**config.mk**
```make
export PLATFORM = sky130hd
export DESIGN_NAME = register_file_mp
export DESIGN_NICKNAME = d
export VERILOG_FILES = /design/src/rtl/register_file_mp.sv
export SDC_FILE = /design/constraint.sdc
export NUM_CORES = 2
export LEC_CHECK = 0
export BUFFER_PORTS_ARGS = -buffer_cell sky130_fd_sc_hd__buf_4
export CAP_MARGIN = 0
export CORE_MARGIN = 1.5
export CORE_UTILIZATION = 45
export DETAILED_ROUTE_END_ITERATION = 8
export PLACE_DENSITY = 0.69
export SYNTH_ARGS = -nofsm -noshare
export SYNTH_HDL_FRONTEND = slang
export SYNTH_SLANG_ARGS = --single-unit
```
**constraint.sdc**
```tcl
create_clock -name clk -period 4.1 [get_ports clk]
set_input_delay 0 -clock clk [delete_from_list [all_inputs] [get_ports clk]]
set_output_delay 0 -clock clk [all_outputs]
set_load 0.02 [all_outputs]
```
**src/rtl/register_file_mp.sv**
```systemverilog
// Multi-port register file: two write ports, N combinational read ports,
// optional zero register and write-to-read bypass, per-register load busy scoreboard.
module register_file_mp #(
   parameter int DATA_W   = 32,
   parameter int ADDR_W   = 5,
   parameter int NUM_RD   = 2,
   parameter int ZERO_REG = 1,
   parameter int BYPASS   = 1
) (
   input  logic                     clk,
   input  logic                     rst_n,
   input  logic [NUM_RD*ADDR_W-1:0] ReadAddr,
   output logic [NUM_RD*DATA_W-1:0] ReadData,
   output logic [NUM_RD-1:0]        ReadBusy,
   input  logic                     WriteEnable0,
   input  logic [ADDR_W-1:0]        WriteAddr0,
   input  logic [DATA_W-1:0]        WriteData0,
   input  logic                     WriteEnable1,
   input  logic [ADDR_W-1:0]        WriteAddr1,
   input  logic [DATA_W-1:0]        WriteData1,
   input  logic                     Reserve,
   input  logic [ADDR_W-1:0]        ReserveAddr,
   output logic                     WriteConflict
);

   localparam int DEPTH = 2**ADDR_W;

   logic [DATA_W-1:0] regs [DEPTH];
   logic [DEPTH-1:0]  busy;
   logic              wrHit0;
   logic              wrHit1;
   logic              rsvHit;
   logic              conflictNext;
   logic [ADDR_W-1:0] rdAddr;

   // Gating with rst_n keeps a pending write from being forwarded while reset is held.
   assign wrHit0 = rst_n && WriteEnable0 && !((ZERO_REG != 0) && (WriteAddr0 == '0));
   assign wrHit1 = rst_n && WriteEnable1 && !((ZERO_REG != 0) && (WriteAddr1 == '0));
   assign rsvHit = Reserve && !((ZERO_REG != 0) && (ReserveAddr == '0));

   assign conflictNext = WriteEnable0 && WriteEnable1 && (WriteAddr0 == WriteAddr1) &&
                         !((ZERO_REG != 0) && (WriteAddr0 == '0));

   // Port 1 is assigned last so a load wins a same-address collision.
   always_ff @(posedge clk or negedge rst_n) begin
      if (!rst_n) begin
         for (int i = 0; i < DEPTH; i++) regs[i] <= '0;
      end else begin
         if (wrHit0) regs[WriteAddr0] <= WriteData0;
         if (wrHit1) regs[WriteAddr1] <= WriteData1;
      end
   end

   // Reserve is applied after the clear so a newly issued load keeps the register busy.
   always_ff @(posedge clk or negedge rst_n) begin
      if (!rst_n) begin
         busy          <= '0;
         WriteConflict <= 1'b0;
      end else begin
         if (WriteEnable1) busy[WriteAddr1] <= 1'b0;
         if (rsvHit)       busy[ReserveAddr] <= 1'b1;
         WriteConflict <= conflictNext;
      end
   end

   always_comb begin
      ReadData = '0;
      ReadBusy = '0;
      rdAddr   = '0;
      for (int k = 0; k < NUM_RD; k++) begin
         rdAddr = ReadAddr[k*ADDR_W +: ADDR_W];
         ReadData[k*DATA_W +: DATA_W] = regs[rdAddr];
         ReadBusy[k] = busy[rdAddr];
         if (BYPASS != 0) begin
            if (wrHit0 && (WriteAddr0 == rdAddr)) ReadData[k*DATA_W +: DATA_W] = WriteData0;
            if (wrHit1 && (WriteAddr1 == rdAddr)) ReadData[k*DATA_W +: DATA_W] = WriteData1;
            if (rst_n && WriteEnable1 && (WriteAddr1 == rdAddr)) ReadBusy[k] = 1'b0;
         end
         if ((ZERO_REG != 0) && (rdAddr == '0)) ReadData[k*DATA_W +: DATA_W] = '0;
      end
   end

endmodule

```
==> results.cfg <==
[run_status]
status = finished with violations
failed_checks = DRC

[power]
totalPowerFinal_mw = 34.5
total_leakage_power_nw = 30.6
ir_drop_mv = 0.407
power.density_nw_per_um2 = 465

[setup_path]
r2r_cells = 3
path_class = in2out
crit_path_max_fanout = 30
rr_startpoint = regs[831]
endpoint_kind = output port
crit_path_start_kind = input port
crit_slowest_cell = nor3_1
cpPeakStageDelay_ps = 960
critPathArrivalTime_ps = 3970
reg2reg_to = regs[831]
r2r_slack_ps = 2720
path_cells = dlygate4sd3_1 -> buf_4 -> or2_2 -> o211ai_2 -> nor4_4 -> buf_4 -> nor3_1 -> buf_4 -> a221o_1 -> buf_4
crit_path_end = ReadData[53]
cp-startpoint = WriteAddr0[0]
crit_top_cell = buf_4
cp.required_ps = 4100

[drt]
firstDrtPassIters = 9
num_vias = 57799
wl_per_cell_um = 31.5
drt_iter0_markers = 8989
drc_errors = 17
drt-vias-per-instance = 6.78
ant_nets = 0
wirelength_mm = 268

[sta]
period_needed_ps = 3970
drv_slew = 0
worst_slack_ps = 128
relSlewSlack_pct = 13.5
rsz0062_at_grt = no
period_share_pct = 96.9
final-setup-viol-count = 0
tns_ps = 0
hold_viol_final = 0
tightestPinTransition_ps = 1300
clock_skew_ps = 0
max_freq_ghz = 0.252
whs_ps = 184

[flow_run]
max_cap_violations = 0

[clocking]
clk_latency_ps = 750
cts_tree = yes
ctsResizeCount = 0
clock_sinks = 1057
clk_pin_slew_ps = 60
clockRootBuffer = clkbuf_16
cts_made_buffers = 111
cts_max_path_buffers = 3
ctsHtreeMaxLevel = 3

[yosys]
synth.ff_latch_count = 1057
synth_area_um2 = 66900
synth_top_area_share_pct = 39.5
ys_seq_area_share_pct = 39.5
synth.distinct_cells = 55
synthFlopType = dfrtp_1
synth-edff-count = 0
yosysWarnings = 0
yosysTopAreaCell = dfrtp_1
synthTopCellsByCount = 1503 x mux2i_1, 1057 x dfrtp_1, 992 x a21oi_1, 891 x nor2_1, 457 x clkbuf_1
synth.avg_cell_area_um2 = 9.84
syn-num-nets = 6900
syn_inst = 6806
synthArstFlopShare_pct = 100
yosysMostFrequentCell = mux2i_1
synth.area.top_cells = dfrtp_1 40%, mux2i_1 22%, mux4_2 8.3%, a21oi_1 7.4%, nor2_1 5.0%

[min_path]
hold_path.class = in2reg
min_from = ReserveAddr[4]

[die]
start_util_pct = 45.3
boundaryPins = 161
fp.dieW_um = 389
dieArea_um2 = 151000
core_um2 = 148000
fp.dieH_um = 389
num_rows = 141

[placement]
dp_hpwl_mm = 152
io_buffers = 160
dp_cells = 8181
gp_congestion = 0.913
placedInstanceArea_um2 = 69100
place_ws_ps = 1010

[global_routing]
overflow = 0
grt_pass1_wl_mm = 386
grt_max_degree = 174
antenna_found_initial = 23
grt_pass1_vias = 55470
grtUsageTotal_pct = 34.6

[layout]
drive_gt1_share_pct = 13.9
final_cells = 8525
fillCellCount = 13099
layout.nets = 6586
areaGrowthSynthToFinish_pct = 10.9
final_cell_area_um2 = 74200
fin_util_pct = 50.3
## worst max-delay path, delay by kind of cell
family,cells,cell delay [ps]
simple gates,3,1550
buf+inv,5,1690
compound gates,2,710
## routing by layer
layer | GRT usage (%) | share of wire (%) | vias up
met1 | 43.5 | 36 | 28100
met4 | 25.3 | 8.3 | 26
met5 | 0 | 0.057 | -
met3 | 10.3 | 13 | 1256
met2 | 50.5 | 43 | 4386
li1 | - | - | 24031
## cell type report
| class | instances | area (um^2) | area share [%] |
|---|---|---|---|
| Multi-Input combinational cell | 4891 | 37400 | 50.4 |
| Sequential cell | 1057 | 26500 | 35.6 |
| Timing Repair Buffer | 430 | 4140 | 5.58 |
| Clock buffer | 169 | 3330 | 4.48 |
| Tap cell | 1930 | 2410 | 3.25 |
| Clock inverter | 35 | 447 | 0.602 |
| Antenna cell | 12 | 30.0 | 0.0405 |
| Inverter | 1 | 3.75 | 0.00506 |
## cells in the final DEF, fill, tap and decap left out, types with 8 or more instances in the layout
| master | n |
|---|---|
| nand2_1 | 244 |
| xnor2_1 | 16 |
| a22o_1 | 31 |
| nand2_4 | 24 |
| a32oi_1 | 56 |
| nand3_1 | 109 |
| a22oi_1 | 159 |
| mux2i_1 | 1503 |
| clkinv_2 | 17 |
| mux2_2 | 64 |
| dfrtp_1 | 1057 |
| dlygate4sd3_1 | 126 |
| nand4_1 | 8 |
| and4_1 | 28 |
| diode_2 | 12 |
| o221a_2 | 31 |
| buf_12 | 45 |
| clkbuf_16 | 113 |
| o22ai_1 | 31 |
| nor2_4 | 30 |
| nor2_1 | 870 |
| a211oi_1 | 31 |
| bufinv_16 | 8 |
| mux4_2 | 246 |
| o21ai_1 | 34 |
| o221ai_1 | 31 |
| o21ai_0 | 244 |
| clkbuf_1 | 27 |
| buf_4 | 254 |
| a21oi_1 | 992 |
| xor2_1 | 9 |
| nand3b_1 | 10 |
| clkbuf_8 | 29 |
## power by group
group	switching, mW	leakage, nW	internal, mW
clock network	4.62	1.86	6.09
registers	2.13	13.2	13.0
logic	4.30	15.6	4.34
total	11.1	30.6	23.5
## worst min-delay path by stage
stage | endpoint | slack, ps | depth (start not counted)
2_1_floorplan | WriteConflict | -300 | 0
3_3_place_gp | busy[29] | -90 | 1
3_5_place_dp | busy[9] | -80 | 1
4_1_cts | busy[1] | 160 | 4
5_1_grt | busy[1] | 210 | 4
6_report | busy[1] | 180 | 4
## logic make-up (layout without fill, tap and decap cells)
logic type,Yosys count,count (layout),share of synthesized area (%)
AOI/OAI and AO/OA,1658,1658,14.2
xor gates and xnor gates,25,25,0.327
buffers and inverters,858,635,5.39
DFF,1057,1057,39.5
muxes,1813,1813,31.8
other,0,12,0
and+or+nand+nor,1395,1395,8.72
## state kept, by name, indices dropped and copies added (netlist names)
name and count:
regs 1024, busy 32, WriteConflict 1
## timing repair
| action | 4_1_cts | 5_1_grt |
|---|---|---|
| hold endpoints to repair | 1505 | 0 |
| endpoints found under the setup margin | 0 | 2 |
| hold buffers | 127 | 0 |
| buffers inserted | 0 | 1 |
(Power assumes the default switching activity.)
